[config.mk]
export PLATFORM = sky130hd
export DESIGN_NAME = serial_subtractor
export DESIGN_NICKNAME = d
export VERILOG_FILES = /design/src/rtl/serial_subtractor.sv
export SDC_FILE = /design/constraint.sdc
export NUM_CORES = 1
export LEC_CHECK = 0
export ABC_AREA = 1
export ABC_CLOCK_PERIOD_IN_PS = 1300
export CORE_ASPECT_RATIO = 1.2
export CORE_MARGIN = 2
export CORE_UTILIZATION = 45
export DETAILED_ROUTE_END_ITERATION = 8
export GPL_ROUTABILITY_DRIVEN = 0
export HOLD_SLACK_MARGIN = 0.06
export PLACE_DENSITY = 0.82
export SYNTH_ARGS = -nofsm -noshare
export SYNTH_HDL_FRONTEND = slang
export SYNTH_SLANG_ARGS = --single-unit
[constraint.sdc]
create_clock -name clk -period 1.3 [get_ports clk]
set_input_delay 0.26 -clock clk [delete_from_list [all_inputs] [get_ports clk]]
set_output_delay 0.26 -clock clk [all_outputs]
set_load 0.005 [all_outputs]
[src/rtl/serial_subtractor.sv]
// Multi-cycle LSB-first subtractor: diff = a - b - borrow_in, BITS_PER_CYCLE
// full-subtractor cells per clock with a single borrow flip-flop between steps.
//
// Ports:
//   clk, rst        clock (rising edge), asynchronous active-high reset
//   start           request, accepted only while ready=1
//   a, b            minuend / subtrahend, sampled on an accepted start
//   borrow_in       incoming borrow, sampled on an accepted start
//   signed_mode     1 = two's-complement overflow rule, 0 = unsigned
//   ready           high in IDLE and DONE
//   busy            high in SHIFT
//   done            one-cycle pulse when results become valid
//   diff            registered result, held until the next completion
//   borrow_out      borrow out of the MSB, held with diff
//   overflow        signed or unsigned overflow of the last operation
module serial_subtractor #(
    parameter int WIDTH          = 8,
    parameter int BITS_PER_CYCLE = 1
) (
    input  logic             clk,
    input  logic             rst,
    input  logic             start,
    input  logic [WIDTH-1:0] a,
    input  logic [WIDTH-1:0] b,
    input  logic             borrow_in,
    input  logic             signed_mode,
    output logic             ready,
    output logic             busy,
    output logic             done,
    output logic [WIDTH-1:0] diff,
    output logic             borrow_out,
    output logic             overflow
);

    localparam int STEPS = WIDTH / BITS_PER_CYCLE;
    localparam int CW    = (STEPS > 1) ? $clog2(STEPS) : 1;
    localparam logic [CW-1:0] LAST = CW'(STEPS - 1);

    localparam logic [1:0] S_IDLE  = 2'd0;
    localparam logic [1:0] S_SHIFT = 2'd1;
    localparam logic [1:0] S_DONE  = 2'd2;

    logic [1:0]                state;
    logic [WIDTH-1:0]          a_sr;
    logic [WIDTH-1:0]          b_sr;
    logic [WIDTH-1:0]          r_sr;
    logic                      br;
    logic [CW-1:0]             cnt;
    logic                      mode_q;
    logic                      a_msb;
    logic                      b_msb;

    logic [BITS_PER_CYCLE-1:0] slice;
    logic                      chain_br;
    logic [WIDTH-1:0]          r_next;
    logic                      ovf_next;
    logic                      load;

    // Ripple the borrow through this step's slice of cells.
    always_comb begin
        chain_br = br;
        slice    = '0;
        for (int i = 0; i < BITS_PER_CYCLE; i++) begin
            slice[i] = a_sr[i] ^ b_sr[i] ^ chain_br;
            chain_br = (~a_sr[i] & b_sr[i])
                     | (~(a_sr[i] ^ b_sr[i]) & chain_br);
        end
    end

    // New slice enters at the MSB end so that after STEPS shifts the
    // first-computed bits have arrived at the LSB end.
    assign r_next = (r_sr >> BITS_PER_CYCLE)
                  | (WIDTH'(slice) << (WIDTH - BITS_PER_CYCLE));

    // Signed rule uses the latched operand MSBs; borrow_in does not enter it.
    assign ovf_next = mode_q
                    ? ((a_msb ^ b_msb) & (r_next[WIDTH-1] ^ a_msb))
                    : chain_br;

    assign ready = (state == S_IDLE) || (state == S_DONE);
    assign busy  = (state == S_SHIFT);
    assign done  = (state == S_DONE);
    assign load  = start && ready;

    always_ff @(posedge clk or posedge rst) begin
        if (rst) begin
            state      <= S_IDLE;
            a_sr       <= '0;
            b_sr       <= '0;
            r_sr       <= '0;
            br         <= 1'b0;
            cnt        <= '0;
            mode_q     <= 1'b0;
            a_msb      <= 1'b0;
            b_msb      <= 1'b0;
            diff       <= '0;
            borrow_out <= 1'b0;
            overflow   <= 1'b0;
        end else begin
            case (state)
                S_SHIFT: begin
                    a_sr <= a_sr >> BITS_PER_CYCLE;
                    b_sr <= b_sr >> BITS_PER_CYCLE;
                    r_sr <= r_next;
                    br   <= chain_br;
                    cnt  <= cnt + 1'b1;
                    if (cnt == LAST) begin
                        diff       <= r_next;
                        borrow_out <= chain_br;
                        overflow   <= ovf_next;
                        state      <= S_DONE;
                    end
                end
                default: begin
                    if (load) begin
                        a_sr   <= a;
                        b_sr   <= b;
                        r_sr   <= '0;
                        br     <= borrow_in;
                        cnt    <= '0;
                        mode_q <= signed_mode;
                        a_msb  <= a[WIDTH-1];
                        b_msb  <= b[WIDTH-1];
                        state  <= S_SHIFT;
                    end else begin
                        state  <= S_IDLE;
                    end
                end
            endcase
        end
    end

endmodule

==> results.txt, run 1 <==
The flow ran to the end, but the final reports show violations. The final reports fail on setup timing. The first global-routing pass estimated 5570 um of wire. The slowest stage of the critical path belongs to the cell fa_1.

The H-tree was split into 2 levels. For the initial antenna violation count, the log shows 0. Setup repair after global routing could not meet its margin everywhere.

Based on the critical path, the design can be clocked at up to 733 MHz. The netlist uses 18 different library cells. The floorplan step defined a die boundary enclosing 4400 um2. The signal on the critical path passes through inv_2 -> fa_1 -> inv_2 -> nand3_2 -> nand3_2 -> nand2_1 -> nand2_1. In this run the worst hold path is classified as in2async. For the post-route cell area, the log shows 2500 um2. The post-route fraction of the period consumed by the critical path is 1.05, and the slew of the pin with the lowest slew margin is 222 ps. Pin placement for this block handled 34 I/O pins.

Input and output buffers added on the ports amount to 33. Summed over all layers, the global routing overflow is 0. The routed design could run at a clock period as short as 1360 ps. Of all nets on the critical path, the largest fanout is 3. Worst slew slack as a fraction of its limit: 0.852. The post-detailed-routing wire length was 3530 um. Dividing the detail-routed via count by the number of cells gives 4.75.

The logs give 0.00114 V for the largest vdd supply drop and 0.476 for the starting utilization of the core area. The net count after synthesis was 214. The overall global routing resource usage is 0.170, and the maximum number of pins on one net before global-route repair is 43. Synthesis produced a netlist whose cell count is 190.

The run gives -60 ps as the setup slack of the worst register-to-register path. At the later pin of the worst-skew pair, clock insertion delay measures 290 ps. The number of register bits inferred by synthesis came out at 42. In this design, the stage delay of the slowest critical-path cell is 560 ps.

The first detailed-routing pass took 4 iterations. The floorplan step defined a core boundary enclosing 3660 um2. The count of endpoints failing hold in the final timing report is 0, and the portion of netlist area occupied by mux cells is 0. The vertical die dimension was 72.2 um; the total number of clock tree sinks was 42. For the worst setup path, the data arrival time is 1550 ps.

Yosys printed 0 warnings. Area added between synthesis and finish: 43.1%. Category of the critical setup timing path: reg2reg. In this run the static leakage power is 1.26 nW. TritonCTS built the clock tree.

The tree is rooted in a clkbuf_8. The startpoint of the worst register-to-register path was br$_DFFE_PP0P_. Final critical-path setup slack: -64.5 ps.

The clock passes through at most 2 buffers. The required arrival time at the worst endpoint came out at 1480 ps. The number of endpoints failing setup at the final stage is 2, and the part of the Yosys area used for sequential elements is 0.602.

In this run the critical register-to-register path is captured at overflow$_DFFE_PP0P_. Clock-pin slew was measured on the worst setup and hold paths at 70 ps. The routed layout has 1444 vias. By area, the combinational part of the netlist is dominated by simple AND/OR/NAND/NOR gates. Clock skew on the completed layout was measured at 3.54 ps.

The synthesized area came out at 1750 um2. Xor-xnor portion of the synthesized cell area: 0. The row count is 24, and the via count of the first global-routing pass is 1324. The HPWL after detailed placement is 2200 um. Counting both buffers and inverters, the worst setup path holds a total of 2. The number of cells on the worst reg-to-reg path is 7. The average wire per standard cell is 11.6 um, and the final count of pins violating max slew is 0. The basic-gate share of the synthesized area counting and, or, nand and nor cells is 0.234, and the max-cap violation count is 0. Dividing total power by cell area gives a power density of 2320 nW/um2. In the final design database the tool counted 276 nets. In this run, the number of DRC markers left after iteration 0 of detailed routing was 59. Summing all placed instances gives a cell area of 2190 um2. The arithmetic-cell share of the synthesized area counting full adders, half adders and majority gates is 0.0258, and the share of cells above drive strength 1 is 0.226. The number of antenna cells inserted is 0. The kind of cell with the highest combined delay on the critical path was adder cells. STA classifies the critical path endpoint as a register.

TritonCTS created 5 clock buffers. The horizontal extent of the die works out to 60.9 um. The synthesized area per cell is 9.19 um2, and the post-place setup slack is -129 ps. STA classifies the critical path startpoint as a register. The run gives 0 as the residual DRC count. The tools report the count of nets left with antenna violations after detail routing as 0. The compound-gate portion of the synthesized area came out at 0.0624. The run gives 0 as the hold-fix buffer count after cts.
## kinds of logic (layout without fill, tap and decap cells)
logic type,count (synthesis),after routing
adders and majority gates,3,3
DFF,42,42
AOI/OAI and AO/OA,20,20
buffers and inverters,27,89
and+or+nand+nor,98,98
## where the power goes
group	leakage, nW	switching, mW	total, mW	internal [mW]
registers	0.528	0.315	2.22	1.90
logic	0.692	1.40	2.81	1.41
clock network	0.0383	0.399	0.769	0.369
total	1.26	2.11	5.79	3.68
## area by class of cell
cell class / instances / area (um2)
clock buffer: 7 / 76.3
fill: 315 / 1170
inverter: 21 / 86.3
multi-input combinational: 121 / 637
sequential: 42 / 1050
tap: 52 / 65.1
timing repair buffer: 61 / 582
## Yosys cell counts (all sizes together)
library cell,instances,area share
inv,21,0.045
buf,4,0.020
ha,2,0.014
o21ai,12,0.034
o22ai,7,0.025
clkbuf,2,0.010
fa,1,0.011
nand3,19,0.054
nor2,5,0.011
dfrtp,42,0.60
nand2,74,0.17
a21oi,1,0.0029
## registers in the layout (all words and copies together) (netlist names)
name	flops
b_msb	1
r_sr	7
cnt	3
br	1
b_sr	8
state	2
a_msb	1
borrow_out	1
overflow	1
diff	8
a_sr	8
mode_q	1
## cells in the final DEF (no fill, tap or decap), types with 2 or more instances in the layout
master / instances
nand2_1: 67
buf_12: 2
buf_2: 2
buf_4: 18
clkbuf_8: 5
clkdlybuf4s50_1: 20
nand2_2: 4
inv_1: 14
clkbuf_1: 2
buf_6: 7
o21ai_0: 11
nand2_4: 2
dlygate4sd2_1: 10
nor2_1: 4
nand3_2: 3
o22ai_1: 7
inv_2: 4
nand3_1: 15
inv_4: 3
dfrtp_1: 42
## tightest hold or removal path, cell delays in order
cell and delay (ps):
clkdlybuf4s50_1 400, inv_1 90, buf_12 230
## through the flow
step | util | power (mW) | cells | setup TNS [ps] | hold slack, ps
6_report | 0.682 | 5.79 | 304 | -76.7 | 322
3_5_place_dp | 0.597 | 4.43 | 279 | -987 | 469
4_1_cts | 0.642 | 5.40 | 299 | -126 | 327
3_3_place_gp | 0.597 | 4.35 | 279 | -566 | 463
2_1_floorplan | - | 3.57 | 190 | 0 | 370
5_1_grt | 0.682 | 6.23 | 304 | -370 | 364
## worst max-delay path by stage
stage,from,to,slack [ps],depth (start not counted)
global placement,start,b_msb$_DFFE_PP0P_,-70,5
CTS,state[0]$_DFFE_PP0P_,busy,-80,4
finish,br$_DFFE_PP0P_,overflow$_DFFE_PP0P_,-60,7
detailed placement,start,b_msb$_DFFE_PP0P_,-130,5
global route,br$_DFFE_PP0P_,overflow$_DFFE_PP0P_,-160,7
floorplan,a_sr[0]$_DFFE_PP0P_,overflow$_DFFE_PP0P_,3,6
## repair_timing
action                                  in CTS  in global routing
resized for setup                           27                 25
buffers inserted                            13                  4
pin swaps                                    2                  3
gates cloned                                 0                  1
endpoints found under the setup margin      15                 28
## metal layers
layer	up-vias	GRT usage	part of all wire
li1	723	-	-
met1	670	0.201	0.41
met2	48	0.288	0.52
met3	3	0.0588	0.058
met4	0	0.0507	0.010
met5	-	0	0
(Power assumes the default switching activity.)
==> run 2, diff against run 1 <==
- ABC_AREA: 1 -> 0
==> run 2 against run 1 <==
- the flow still finishes with violations (setup timing)
- hold slack improved by 15 ps
- setup slack got worse by 170 ps
- sequential power increased by 4%
- cell area increased by 9.6%
- fmax decreased by 11%
- non-clock buffer count increased by 12
- largest power group unchanged
- highest routed layer unchanged
==> results.txt, run 2 <==
The run finished, with violations left. The final reports fail on setup timing. The layout has 262 filler cells.

Yosys attributes the largest share of cell area to dfrtp_1 60%, a22o_1 13%, mux2_2 7.1%. The type of the worst min-delay path is in2async. For this block, the initial DRC count from the detailed router was 57. After detailed routing, the number of remaining DRC violations is 0. The synthesized area per cell came out at 13.8 um2. The library cells used most frequently in the layout, excluding fill and tap cells, are 42 x dfrtp_1, 25 x a22o_1, 20 x clkdlybuf4s50_1. Power comes to 7.04 mW. The run gives 0 as the number of antenna cells inserted. The share of cells above drive strength 1 works out to 0.392.

dfrtp_1 takes more of the synthesized area than any other cell. The H-tree generated during clock tree synthesis spans 2 levels. For this design the ratio of total power to cell area is 2570 nW/um2. The tools report the signal arrival time at the worst endpoint as 1710 ps. The area share of the largest cell type after synthesis came out at 0.601. Counting stages on the worst path, the most repeated cell is ha_4. By startpoint and endpoint, the worst setup path is classified as reg2reg. The remaining global-route overflow was 0. The tools report the highest clock rate as 653 MHz. The flip-flop cell with the highest count after synthesis was dfrtp_1. In this run the deepest clock path goes through 2 buffers. For the overall die area, the log shows 4400 um2.

In this run the static leakage power is 1.42 nW. Pin placement for this block handled 34 I/O pins. The count of buffering cells on the critical path with inverters included was 1; the clock edge transition at the registers on the reported setup and hold paths was 80 ps. The final core utilization was 0.741; the count of buffers inserted at the top-level ports was 33.

The final critical-path setup slack is -231 ps, and the floorplan core area is 3690 um2. The final route contains 1345 vias. The hold-fix buffer count after cts is 0.

VDD sags by at most 0.00133 V. The die is 72.3 um tall. The tools report the count of placed standard cells in the final layout, fillers left out as 251. The initial antenna violation count is 0. After synthesis the netlist holds a flip-flop and latch count of 42. The area growth from synthesis to layout is 56.4%. The tools report the global-route wire length before repair as 6860 um.

The commonest cells after synthesis are 42 x dfrtp_1, 25 x a22o_1, 13 x a21o_1. Counting distinct cell types in the post-synthesis netlist gives 22. The part of the Yosys area used for sequential elements was 0.601; the synthesized area was 1750 um2. Broken down by cell family, the worst path's largest delay share belongs to flip-flops.

The count of endpoints failing hold in the final timing report is 0. For this run, the detailed router's first-pass iteration total came to 4. Once detail routing completed, the nets flagged for antenna violations numbered 0.

Traced cell by cell, the critical path runs through ha_4 -> ha_4 -> nand3b_1 -> buf_6 -> mux2_4. The starting utilization of the core area is 0.474. The maximum number of pins on one net before global-route repair was 43; the largest driver fanout on the critical path was 4.

STA puts the critical path data required time at 1480 ps. The most repeated cell in the gate-level netlist after synthesis was dfrtp_1. For the instance count of the mapped netlist, the log shows 127. For the post-place instance area, the log shows 2290 um2. The delay of the slowest cell on the worst path is 420 ps.

The final count of pins violating max slew came out at 0. Using the TritonRoute via totals, the vias-per-cell ratio works out to 5.36. The largest registers in the layout are a_sr x8, b_sr x8, diff x8. Average wire per standard cell: 17.9 um. The horizontal extent of the die was 60.9 um; the fraction of registers with async set/reset was 1.00. The tools report the capturing element type of the critical path as a register. The slew of the pin with the lowest slew margin was 295 ps; the final-stage net count was 222.

The clock latency on the worst-skew pair was 290 ps. The max-cap violation count is 0. The number of synthesized flops with an enable pin is 0.

Summed over all nets, the half-perimeter wirelength after detailed placement is 2580 um. For the total number of clock tree sinks, the log shows 42. The shortest clock period the worst path allows after layout works out to 1530 ps. The logs give 5 for the number of buffers inserted during clock tree synthesis and 337 ps for the worst slack on hold paths. The tools report the buffer type at the clock tree root as clkbuf_8. The library cell used most frequently in the layout, excluding fill and tap cells, is dfrtp_1. The run gives 222 as the count of placed standard cells including taps. Setup repair after global routing could not meet its margin everywhere. The worst slew slack as a fraction of its limit came out at 0.803. TritonCTS built the clock tree.

The logs give 4500 um for the post-detailed-routing wire length and 0 for the yosys synthesis warning count. For the net count after synthesis, the log shows 151. Setup violations remaining at the end of the flow were counted as 41. The tools report the via count of the first global-routing pass as 1413. The overall global routing resource usage was 0.215.

Once layout is done, the placed cells without fillers occupy 2740 um2. Row count: 24. STA classifies the critical path startpoint as a register. On the final layout, the worst clock skew is 9.58 ps. The post-route fraction of the period consumed by the critical path came out at 1.18. Among all stages on the critical path, the largest delay is contributed by dfrtp_1.
run 2: cell types whose count changed after synthesis, moves of 4 or more:
cell	change
nand2_1	-68
a22o_1	+25
nand3_1	-19
a21o_1	+13
inv_1	-12
mux2_2	+11
o21ai_0	-10
o22ai_1	-7
nor2_1	-4
run 2: through the flow:
| stage | TNS [ps] | setup slack, ps |
|---|---|---|
| floorplan | -689 | -122 |
| global placement | -11780 | -372 |
| detailed placement | -12260 | -384 |
| CTS | -5410 | -203 |
| global route | -8680 | -293 |
| finish | -7030 | -231 |
run 2: area by class of cell:
cell class              instances  area (um2)  share of cell area
clock inverters                 3        40.0              0.0146
inverters                       6        25.0             0.00914
multi-input cells              70         719               0.263
clock buffers                   5        68.8              0.0251
well taps                      52        65.1              0.0238
flip-flops and latches         42        1050               0.384
repair buffers                 73         767               0.280
run 2: final timing paths:
check	start	to	slack (ps)	cells past startpoint
max	cnt[0]$_DFFE_PP0P_	diff[3]$_DFFE_PP0P_	-230	5
min	rst	diff[6]$_DFFE_PP0P_	340	3
max reg2reg	cnt[0]$_DFFE_PP0P_	diff[3]$_DFFE_PP0P_	-230	5
min reg2reg	b_sr[3]$_DFFE_PP0P_	b_sr[3]$_DFFE_PP0P_	490	1
max in group asynchronous	rst	b_sr[5]$_DFFE_PP0P_	760	3
min in group clk	b_sr[3]$_DFFE_PP0P_	b_sr[3]$_DFFE_PP0P_	490	1
run 2: routing by layer:
layer  wire length, um  vias up  GRT usage
met5                 0        -          0
met4                91        0     0.0435
met3               215        8     0.0428
met2              2450       48      0.401
met1              1750      682      0.250
li1                  -      607          -
run 2: worst register-to-register path, cell delays in order, from the launching register on:
cell and delay (ps):
dfrtp_1 420, ha_4 180, ha_4 150, nand3b_1 210
buf_6 170, mux2_4 300
run 2: what timing repair did:
action | in CTS | in global routing
gates cloned | 1 | 2
resized for setup | 44 | 22
setup buffers | 15 | 7
setup endpoints to repair | 51 | 44
pin swaps | 23 | 9
run 2: cell families (layout without fill, tap and decap cells):
| family | after synthesis | in the layout | share of synthesized area |
|---|---|---|---|
| AOI/OAI and AO/OA | 44 | 44 | 0.206 |
| adders and majority gates | 3 | 3 | 0.0257 |
| buffers and inverters | 15 | 87 | 0.0558 |
| DFF | 42 | 42 | 0.601 |
| muxes | 11 | 11 | 0.0708 |
| and+or+nand+nor | 12 | 12 | 0.0408 |
run 2: report_power, final:
part	internal [mW]	switching [mW]
Clock	0.565	0.439
Sequential	1.89	0.424
Combinational	2.30	1.43
==> run 3, diff against run 2 <==
- CTS_CLUSTER_SIZE: not set -> 28
==> results of run 3 <==
Final layout, timing and power as in run 2 (identical DEF).
